### config.mk
export PLATFORM = sky130hd
export DESIGN_NAME = sad_sched_flat
export DESIGN_NICKNAME = d
export VERILOG_FILES = /design/src/rtl/sad_sched_pkg.sv /design/src/rtl/sad_sched_if.sv /design/src/rtl/sad_sched_acc.sv /design/src/rtl/sad_sched.sv /design/src/flat_wrapper.sv
export SDC_FILE = /design/constraint.sdc
export NUM_CORES = 1
export LEC_CHECK = 0
export ABC_AREA = 1
export ABC_CLOCK_PERIOD_IN_PS = 2500
export CAP_MARGIN = 0
export CELL_PAD_IN_SITES_DETAIL_PLACEMENT = 2
export CELL_PAD_IN_SITES_GLOBAL_PLACEMENT = 2
export CORE_ASPECT_RATIO = 1.4
export CORE_MARGIN = 1.5
export CORE_UTILIZATION = 30
export DETAILED_ROUTE_END_ITERATION = 16
export PLACE_DENSITY_LB_ADDON = 0.1
export SLEW_MARGIN = 15
export SYNTH_ARGS = -nofsm -noshare
export SYNTH_HDL_FRONTEND = slang
export SYNTH_SLANG_ARGS = --single-unit
export TNS_END_PERCENT = 20
### constraint.sdc
create_clock -name clk -period 2.5 [get_ports clk]
set_input_delay 0.375 -clock clk [delete_from_list [all_inputs] [get_ports clk]]
set_output_delay 0.375 -clock clk [all_outputs]
set_load 0.03 [all_outputs]
### src/rtl/sad_sched_pkg.sv
// Shared constants and FSM state type for the block SAD scheduler.
package sad_sched_pkg;

    localparam int NUM_LANES = 5;
    localparam int LANE_W    = 12;

    localparam logic [2:0] LANE_H = 3'd0;
    localparam logic [2:0] LANE_Q = 3'd1;
    localparam logic [2:0] LANE_F = 3'd2;
    localparam logic [2:0] LANE_R = 3'd3;
    localparam logic [2:0] LANE_I = 3'd4;

    typedef enum logic [1:0] {
        ST_IDLE,
        ST_RUN,
        ST_CMP,
        ST_DONE
    } state_e;

endpackage

### src/rtl/sad_sched_if.sv
// Control/row handshake bundle between ME control, the scheduler and the row SAD datapath.
// The abort input exists only when SAD_SCHED_ABORT_EN is defined.
interface sad_sched_if
    import sad_sched_pkg::*;
#(
    parameter int ACC_W = 16
);

    logic                          start;
    logic                          row_req;
    logic [5:0]                    row_idx;
    logic                          row_valid;
    logic [NUM_LANES*LANE_W-1:0]   sad_vector;
    logic                          busy;
    logic                          done;
    logic [2:0]                    best_idx;
    logic [ACC_W-1:0]              best_sad;
`ifdef SAD_SCHED_ABORT_EN
    logic                          abort;

    modport master (
        output start, row_valid, sad_vector, abort,
        input  row_req, row_idx, busy, done, best_idx, best_sad
    );

    modport slave (
        input  start, row_valid, sad_vector, abort,
        output row_req, row_idx, busy, done, best_idx, best_sad
    );
`else
    modport master (
        output start, row_valid, sad_vector,
        input  row_req, row_idx, busy, done, best_idx, best_sad
    );

    modport slave (
        input  start, row_valid, sad_vector,
        output row_req, row_idx, busy, done, best_idx, best_sad
    );
`endif

endinterface

### src/rtl/sad_sched_acc.sv
// One saturating lane accumulator: clear wins over enable, adds a zero-extended 12-bit SAD.
module sad_sched_acc
    import sad_sched_pkg::*;
#(
    parameter int ACC_W = 16
) (
    input  logic              clk,
    input  logic              rst,
    input  logic              clr_i,
    input  logic              en_i,
    input  logic [LANE_W-1:0] add_i,
    output logic [ACC_W-1:0]  acc_o
);

    logic [ACC_W-1:0] acc_q, acc_d;
    logic [ACC_W:0]   sum;

    // One extra bit catches the carry that signals saturation.
    assign sum = {1'b0, acc_q} + {{(ACC_W + 1 - LANE_W){1'b0}}, add_i};

    always_comb begin
        acc_d = acc_q;
        if (clr_i) begin
            acc_d = '0;
        end else if (en_i) begin
            acc_d = sum[ACC_W] ? '1 : sum[ACC_W-1:0];
        end
    end

    always_ff @(posedge clk) begin
        if (rst) begin
            acc_q <= '0;
        end else begin
            acc_q <= acc_d;
        end
    end

    assign acc_o = acc_q;

endmodule

### src/rtl/sad_sched.sv
// Row-by-row SAD accumulation over one block, then a 5-cycle minimum scan over the lanes.
// Optional SAD_SCHED_ABORT_EN adds an abort input honoured in RUN and CMP.
module sad_sched
    import sad_sched_pkg::*;
#(
    parameter int NUM_ROWS = 6,
    parameter int ACC_W    = 16
) (
    input  logic         clk,
    input  logic         rst,
    sad_sched_if.slave   bus
);

    localparam logic [5:0] LAST_ROW = 6'(NUM_ROWS - 1);

    state_e           state_q, state_d;
    logic [5:0]       row_q, row_d;
    logic [2:0]       scan_q, scan_d;
    logic [2:0]       min_idx_q, min_idx_d;
    logic [ACC_W-1:0] min_sad_q, min_sad_d;
    logic [2:0]       best_idx_q, best_idx_d;
    logic [ACC_W-1:0] best_sad_q, best_sad_d;
    logic             acc_clr, acc_en, abort_req;
    logic [ACC_W-1:0] acc [NUM_LANES];
    logic [ACC_W-1:0] scan_sad;

`ifdef SAD_SCHED_ABORT_EN
    assign abort_req = bus.abort;
`else
    assign abort_req = 1'b0;
`endif

    for (genvar g = 0; g < NUM_LANES; g++) begin : g_lane
        sad_sched_acc #(.ACC_W(ACC_W)) u_acc (
            .clk   (clk),
            .rst   (rst),
            .clr_i (acc_clr),
            .en_i  (acc_en),
            .add_i (bus.sad_vector[g*LANE_W +: LANE_W]),
            .acc_o (acc[g])
        );
    end

    assign scan_sad = acc[scan_q];

    always_comb begin
        state_d    = state_q;
        row_d      = row_q;
        scan_d     = scan_q;
        min_idx_d  = min_idx_q;
        min_sad_d  = min_sad_q;
        best_idx_d = best_idx_q;
        best_sad_d = best_sad_q;
        acc_clr    = 1'b0;
        acc_en     = 1'b0;
        unique case (state_q)
            ST_IDLE: begin
                if (bus.start) begin
                    acc_clr = 1'b1;
                    row_d   = '0;
                    state_d = ST_RUN;
                end
            end
            ST_RUN: begin
                if (abort_req) begin
                    acc_clr = 1'b1;
                    row_d   = '0;
                    state_d = ST_IDLE;
                end else if (bus.row_valid) begin
                    acc_en = 1'b1;
                    if (row_q == LAST_ROW) begin
                        row_d   = '0;
                        scan_d  = LANE_H;
                        state_d = ST_CMP;
                    end else begin
                        row_d = row_q + 6'd1;
                    end
                end
            end
            ST_CMP: begin
                if (abort_req) begin
                    acc_clr = 1'b1;
                    scan_d  = LANE_H;
                    state_d = ST_IDLE;
                end else begin
                    // Strict less-than keeps ties on the lowest lane index.
                    if (scan_q == LANE_H || scan_sad < min_sad_q) begin
                        min_sad_d = scan_sad;
                        min_idx_d = scan_q;
                    end
                    if (scan_q == LANE_I) begin
                        best_idx_d = min_idx_d;
                        best_sad_d = min_sad_d;
                        scan_d     = LANE_H;
                        state_d    = ST_DONE;
                    end else begin
                        scan_d = scan_q + 3'd1;
                    end
                end
            end
            ST_DONE: begin
                state_d = ST_IDLE;
            end
            default: begin
                state_d = ST_IDLE;
            end
        endcase
    end

    always_ff @(posedge clk) begin
        if (rst) begin
            state_q    <= ST_IDLE;
            row_q      <= '0;
            scan_q     <= '0;
            min_idx_q  <= '0;
            min_sad_q  <= '0;
            best_idx_q <= '0;
            best_sad_q <= '0;
        end else begin
            state_q    <= state_d;
            row_q      <= row_d;
            scan_q     <= scan_d;
            min_idx_q  <= min_idx_d;
            min_sad_q  <= min_sad_d;
            best_idx_q <= best_idx_d;
            best_sad_q <= best_sad_d;
        end
    end

    assign bus.row_req  = (state_q == ST_RUN);
    assign bus.row_idx  = row_q;
    assign bus.busy     = (state_q != ST_IDLE);
    assign bus.done     = (state_q == ST_DONE);
    assign bus.best_idx = best_idx_q;
    assign bus.best_sad = best_sad_q;

endmodule

### src/flat_wrapper.sv
// flat-port wrapper written by rule: the top's interface ports become plain ports
module sad_sched_flat import sad_sched_pkg::*;
#(
    parameter int NUM_ROWS = 6,
    parameter int ACC_W    = 16
)
  (clk, rst, bus_start, bus_row_valid, bus_sad_vector, bus_row_req, bus_row_idx, bus_busy, bus_done, bus_best_idx, bus_best_sad);
  sad_sched_if #(.ACC_W(ACC_W)) bus_i ();
  input  logic clk;
  input  logic rst;
  input wire logic [$bits(bus_i.start)-1:0] bus_start;
  input wire logic [$bits(bus_i.row_valid)-1:0] bus_row_valid;
  input wire logic [$bits(bus_i.sad_vector)-1:0] bus_sad_vector;
  output wire logic [$bits(bus_i.row_req)-1:0] bus_row_req;
  output wire logic [$bits(bus_i.row_idx)-1:0] bus_row_idx;
  output wire logic [$bits(bus_i.busy)-1:0] bus_busy;
  output wire logic [$bits(bus_i.done)-1:0] bus_done;
  output wire logic [$bits(bus_i.best_idx)-1:0] bus_best_idx;
  output wire logic [$bits(bus_i.best_sad)-1:0] bus_best_sad;
  assign bus_i.start = bus_start;
  assign bus_i.row_valid = bus_row_valid;
  assign bus_i.sad_vector = bus_sad_vector;
  assign bus_row_req = bus_i.row_req;
  assign bus_row_idx = bus_i.row_idx;
  assign bus_busy = bus_i.busy;
  assign bus_done = bus_i.done;
  assign bus_best_idx = bus_i.best_idx;
  assign bus_best_sad = bus_i.best_sad;
  sad_sched #(.NUM_ROWS(NUM_ROWS), .ACC_W(ACC_W)) u_core (.clk(clk), .rst(rst), .bus(bus_i));
endmodule
# After elaboration in Yosys (flattened, before gate mapping)
# Index checks and enable logic that the tools add are counted.
dict set report totals {
  register_bits 129
  inputBits 64
  out_inout_bits 28
  wordCells 69
}
dict set report classes {
  add_sub_neg 7
  magnitude_cmp 2
  eq_ne 9
  mux 27
  bitwise_logic 1
  n_reduce_logical 11
}
# operator n
set ops {}
lappend ops {{2-to-1 mux 16 bit} 8}
lappend ops {{adder 16 x 12 -> 17 bit} 5}
lappend ops {{binary-select mux 16 bit (select 3 bit)} 1}
lappend ops {{2-to-1 mux 6 bit} 3}
lappend ops {{less-than comparator 16 bit} 1}
lappend ops {{2-to-1 mux 3 bit} 4}
lappend ops {{one-hot mux 6 bit (2 select lines)} 1}
lappend ops {{2-to-1 mux 2 bit} 4}
lappend ops {{one-hot mux 2 bit (4 select lines)} 1}
lappend ops {{adder 6 x 1 -> 6 bit (second input constant)} 1}
lappend ops {{== test 6 x 3 -> 1 bit (second input constant)} 1}
lappend ops {{one-hot mux 3 bit (2 select lines)} 1}
lappend ops {{AND reduction 3 bit} 2}
lappend ops {{nonzero test 2 bit} 3}
lappend ops {{== test 2 bit (second input constant)} 2}
lappend ops {{greater-or-equal comparator 4 bit (second input constant)} 1}
lappend ops {{2-to-1 mux 1 bit} 4}
lappend ops {{!= test 2 x 1 -> 1 bit (second input constant)} 2}
lappend ops {{!= test 2 bit (second input constant)} 2}
lappend ops {{NOT 3 -> 4 bit} 1}
lappend ops {{AND reduction 4 bit} 1}
lappend ops {{adder 3 x 1 -> 3 bit (second input constant)} 1}
lappend ops {{== test 3 bit (second input constant)} 1}
lappend ops {{zero test 3 bit} 1}
lappend ops {{5 further kinds} 5}

# Logic depth before layout (Yosys ltp)
dict set report depth {
  depth_word 7
  depth_mapped 21
  ltp_nobuf 18
}

# By module
# From an unflattened synthesis, not the netlist that was laid out.
dict set report hier_totals {
  cells_unflattened 1568
  hier_area_um2 10337.4
}
# module n_inst cells_each area_per_inst_um2 seq_area_each_um2
set by_module_without_submodules {}
lappend by_module_without_submodules {{sad_sched_acc at u_core.g_lane[0].u_acc ...} 4 209 1351.3 320.3}
lappend by_module_without_submodules {sad_sched 1 518 3535.9 980.9}
lappend by_module_without_submodules {{sad_sched_acc at u_core.g_lane[4].u_acc} 1 214 1396.3 320.3}

# Worst setup path after synthesis
# OpenSTA, ideal clock, no wires.
dict set report synth_path {
  path_kind {register -> register}
  from {register u_core.scan_q[0]}
  to {register u_core.min_idx_q[0]}
  setup_ns 0.109
  arrival_time_ns 2.577
  t_required_ns 2.391
  path_slack_ns -0.186
  path_stages_with_launch 17
  n_path_buf 4
  synth_period_minus_slack_ns 2.686
  cell_sequence {dfxtp_1 > buf_6 > clkbuf_1 > a21oi_1 > o21ai_0 > a32o_1 > ha_1 > a21oi_1 > nor2_1 > a2111oi_2 > nand2_4 > buf_8 > buf_12 > nand3_2 > nand3_1 > nand2_1 > inv_1}
}
dict set report synth_via {
  elab_chain_cells 7
  elab_cells_between_ends 8
  classes_between {order compare: 1; mux: 4; bitwise: 1; reduce/logical: 2}
}
# item line
set synth_lines {}
lappend synth_lines {{from (decl)} sad_sched.sv:18} ;# logic [2:0] scan_q, scan_d;
lappend synth_lines {{from (signal assigned)} sad_sched.sv:122} ;# scan_q <= scan_d;
lappend synth_lines {{NOT 3 -> 4 bit (implied by the code)} sad_sched.sv:44} ;# assign scan_sad = acc[scan_q];
lappend synth_lines {{binary-select mux 16 bit (select 3 bit)} sad_sched.sv:44}
lappend synth_lines {{2-to-1 mux 16 bit (implied by the code) (2 in series)} sad_sched.sv:44}
lappend synth_lines {{less-than comparator 16 bit} sad_sched.sv:87} ;# if (scan_q == LANE_H || scan_sad < min_sad_q) begin
lappend synth_lines {{logical OR 1 bit} sad_sched.sv:87}
lappend synth_lines {{2-to-1 mux 3 bit (*)} sad_sched.sv:87}
lappend synth_lines {{to (signal assigned)} sad_sched.sv:123} ;# min_idx_q <= min_idx_d;
lappend synth_lines {{to (decl)} sad_sched.sv:19} ;# logic [2:0] min_idx_q, min_idx_d;
# Mark *: on every way between the ends. The rest lies on a longest branch, timed or not. The select of a mux whose other input is x is not followed.
# A chain may end at the register's enable or synchronous reset.

# Worst setup path after layout
dict set report layout_path {
  from {register u_core.scan_q[0]}
  to {register u_core.min_sad_q[9]}
}
dict set report layout_via {
  elab_chain_cells 7
  elab_cells_between_ends 8
  classes_between {order compare: 1; mux: 4; bitwise: 1; reduce/logical: 2}
}
# item line
set layout_lines {}
lappend layout_lines {{NOT 3 -> 4 bit (implied by the code)} sad_sched.sv:44}
lappend layout_lines {{binary-select mux 16 bit (select 3 bit)} sad_sched.sv:44}
lappend layout_lines {{2-to-1 mux 16 bit (implied by the code) (2 in series)} sad_sched.sv:44}
lappend layout_lines {{less-than comparator 16 bit} sad_sched.sv:87}
lappend layout_lines {{logical OR 1 bit} sad_sched.sv:87}
lappend layout_lines {{2-to-1 mux 16 bit (*)} sad_sched.sv:87}
lappend layout_lines {{to (signal assigned)} sad_sched.sv:124} ;# min_sad_q <= min_sad_d;
lappend layout_lines {{to (decl)} sad_sched.sv:20} ;# logic [ACC_W-1:0] min_sad_q, min_sad_d;
# Marks and branches as above.

==> summary.txt <==
Critical path
  • Critical path fanouts, max: 8
  • R2r setup slk: -0.64 ns
  • Setup CP Type: reg2reg
  • End of the worst register-to-register path: u_core.min_sad_q[9]
  • Crit path to: u_core.min_sad_q[9]
  • Setup crit end kind: flip-flop
  • Crit path launch type: flip-flop
  • CP Launch Point: u_core.scan_q[0]
  • Worst reg2reg path depth: 18
  • Reg2reg start: u_core.scan_q[0]
  • Crit path required time: 2.82 ns
  • Worst EP arrival: 3.46 ns

Job
  • Max Cap Viol: 0

Die
  • Die height: 208.7 µm
  • Die Wd: 149.9 µm
  • Floorplan Core Area: 0.02984 mm²
  • I/O pin count: 92
  • Starting Density: 30.39%
  • # rows: 75
  • Die area: 0.03129 mm²

Placed design
  • Routability cong.: 0.8304
  • Post-DP HPWL: 29.38 mm
  • Area post-placement: 0.01190 mm²
  • IO Port Bufs: 91

Clock network
  • Clk_lat worst skew: 0.45 ns
  • CTS tree: yes
  • Clk slew on worst S/H paths: 0.06 ns
  • Post-CTS Hold Fix Bufs: 0
  • H-tree depth: 4
  • Clk Tree Root Cell: clkbuf_16
  • Clock tree sinks: 129
  • Cts bufs inserted: 17
  • Bufs on Longest Clock Path: 2

Synth
  • Post-synthesis mux area share: 0%
  • Compound-Gate Fraction of Synth Area: 22.82%
  • Primary FF master, synth: dfxtp_1
  • Cell Area, Synth: 0.009067 mm²
  • Post-synthesis simple-gate area fraction: 20.48%
  • Distinct cells, synth: 52
  • Seq/Total Area, Yosys: 28.48%
  • Synth Area in Adders: 12.56%
  • Largest family of logic cells by synthesized area: compound AO/OA/AOI/OAI gates
  • Synth warnings: 0
  • Asr flop ratio synth: 0%
  • Syn_nets: 1,423
  • Mean post-synth cell area: 7.134 µm²
  • Synth Instances: 1,271
  • Post-Synth XOR/XNOR Area: 5.602%
  • Synthesis-stage register bit count: 129
  • Post-synth EDFFs: 0

Global routing
  • First-pass GRT wire length: 64.71 mm
  • Largest net degree at the start of global routing: 46
  • GR Overflow Total: 0
  • Antenna violations before repair: 0
  • Vias in the first global route: 11.76k
  • Gr usage total: 27.01%

Timing
  • Fin worst setup slack: -0.6428 ns
  • Fin. max-slew vios: 0
  • Layout Skew: 0.02161 ns
  • Final Critical Period: 3.143 ns
  • RSZ-0062 raised after global routing: yes
  • Peak Freq: 0.3182 GHz
  • Hold Vio Cnt, Final: 0
  • # setup viols final: 46
  • Max_slew headroom: 49.07%
  • Fin crit share: 125.7%
  • Worst hold slack: 0.4947 ns
  • Actual slew at the worst max-slew pin: 0.7622 ns

Outcome
  • Failing checks: setup timing
  • Status: complete, but fails checks

Layout
  • Most common cell after layout, fill and taps aside: buf_4
  • Fin area: 0.01374 mm²
  • Fillers: 3,371
  • Area of the multi-input gates: 0.006431 mm²
  • Nets: 1,736
  • Diodes inserted: 0
  • P&R area growth vs syn: 51.51%
  • Register area: 0.002590 mm²
  • Share of layout cells above drive strength 1: 27.77%
  • Most frequent cells in the layout: buf_4 (220), nand2_1 (185), inv_1 (172)

Route
  • Final wirelength: 46.67 mm
  • WL/cell: 23.57 µm
  • Antenna-violating nets left: 0
  • Remaining DRCs: 0
  • First-iteration detailed-routing DRC count: 351
  • First-pass DRT Iterations: 7
  • Post-DR vias/cell: 5.439
  • Via Count: 10.77k

Power
  • Sw Pwr: 0.007787 W
  • Pint: 0.008768 W
  • PwrDens: 1205 mW/mm²
  • Clock power share: 14.9%
  • Gate power share: 68.3%
  • Sequential fraction of design power: 16.9%
  • VDD IR-drop max: 0.0007616 V
  • Leakage Power: 6.431 nW
  • Switching part of the total: 47.04%

Hold path
  • Tightest Hold Check Type: reg2reg
layer usage:
metal	GRT usage (%)	vias to the layer above	routed length [µm]
li1	-	4958	-
met1	27.12	5327	16700
met2	53.01	303	25150
met3	4.061	181	1451
met4	12.34	0	3371
met5	0	-	0
how the worst min path moves through the flow:
stage	start	to	slack, ns	depth (start not counted)
3_3_place_gp	u_core.bus.row_idx[5]	u_core.bus.row_idx[5]	0.46	1
6_report	u_core.bus.row_idx[5]	u_core.bus.row_idx[5]	0.49	1
3_5_place_dp	u_core.bus.row_idx[5]	u_core.bus.row_idx[5]	0.50	1
2_1_floorplan	u_core.g_lane[1].u_acc.acc_o[15]	u_core.g_lane[1].u_acc.acc_o[15]	0.46	2
5_1_grt	bus_sad_vector[24]	u_core.g_lane[2].u_acc.acc_o[0]	0.50	4
4_1_cts	u_core.bus.row_idx[5]	u_core.bus.row_idx[5]	0.51	1
layout make-up:
cell class,count,share of cell area [%]
multi-input cells,915,46.81
repair buffers,337,21.70
flip-flops and latches,129,18.85
inverters,183,5.146
clock buffers,25,3.534
well taps,385,3.506
clock inverters,5,0.4007
repair inverters,1,0.04554
cell usage after synthesis (all sizes together) (10+ instances only):
library cell | instances | area (µm²)
inv | 182 | 685.7
nand3 | 113 | 625.6
dfxtp | 129 | 2582
o221ai | 20 | 175.2
nor2 | 56 | 217.7
xor2 | 45 | 394.1
o21a | 19 | 142.6
nand2 | 222 | 855.8
nor3 | 10 | 50.05
buf | 10 | 83.82
ha | 83 | 1039
a32o | 11 | 110.1
o21ai | 93 | 465.5
xnor2 | 13 | 113.9
a21oi | 157 | 797.0
nand4 | 10 | 62.56
clkbuf | 37 | 138.9
repair_timing:
item                                   4_1_cts  5_1_grt
pin swaps                                   18       30
setup endpoints to repair                   55       62
gates resized for setup                    147       80
endpoints found under the hold margin        0        0
gates cloned                                 4        1
buffers inserted                            24       13
power groups by stage:
stage               clock, W  combinational, W  sequential [W]
floorplan                  0           0.00423         0.00262
global placement           0           0.00649         0.00274
detailed placement         0           0.00675         0.00275
CTS                  0.00243           0.00877         0.00274
global route         0.00256            0.0118         0.00281
finish               0.00246            0.0113         0.00279
cell families (layout without fill, tap and decap cells):
| kind of cell | after synthesis | in the layout |
|---|---|---|
| simple gates | 418 | 421 |
| fa+ha+maj | 88 | 88 |
| compound gates | 348 | 348 |
| xor+xnor | 58 | 58 |
| buf+inv | 230 | 551 |
| flops | 129 | 129 |
per-stage QoR:
| stage | TNS [ns] | total power (W) | std cells | utilization, % | worst slack, ns |
|---|---|---|---|---|---|
| floorplan | -0.8058 | 0.006841 | 1271 | - | -0.04576 |
| global placement | -18.99 | 0.009227 | 1908 | 39.89 | -0.4093 |
| detailed placement | -28.64 | 0.009499 | 1908 | 39.89 | -0.5434 |
| CTS | -5.402 | 0.01394 | 1966 | 44.43 | -0.1785 |
| global route | -25.06 | 0.01721 | 1980 | 46.04 | -0.6777 |
| finish | -20.73 | 0.01655 | 1980 | 46.04 | -0.6428 |
state kept, by name, indices dropped and copies added (netlist names):
signal                     count
u_core.g_lane.u_acc.acc_o     80
u_core.bus.best_sad           16
u_core.scan_q                  3
u_core.min_sad_q              16
u_core.bus.row_idx             6
u_core.bus.best_idx            3
u_core.min_idx_q               3
u_core.state_q                 2
worst max-delay path: stages (launching register included):
cell and delay, ns:
dfxtp_4 0.38, buf_12 0.14, buf_8 0.13, buf_6 0.13, buf_4 0.15, o21ai_1 0.19, a32o_2 0.26, ha_4 0.22
nand2_2 0.07, nor2_1 0.08, a211oi_2 0.31, nand2_2 0.13, nand2_4 0.12, nand2_8 0.11, buf_12 0.17, nand3_2 0.09
nand3_1 0.12, nand2_1 0.12, inv_1 0.08
(Power assumes the default switching activity.)
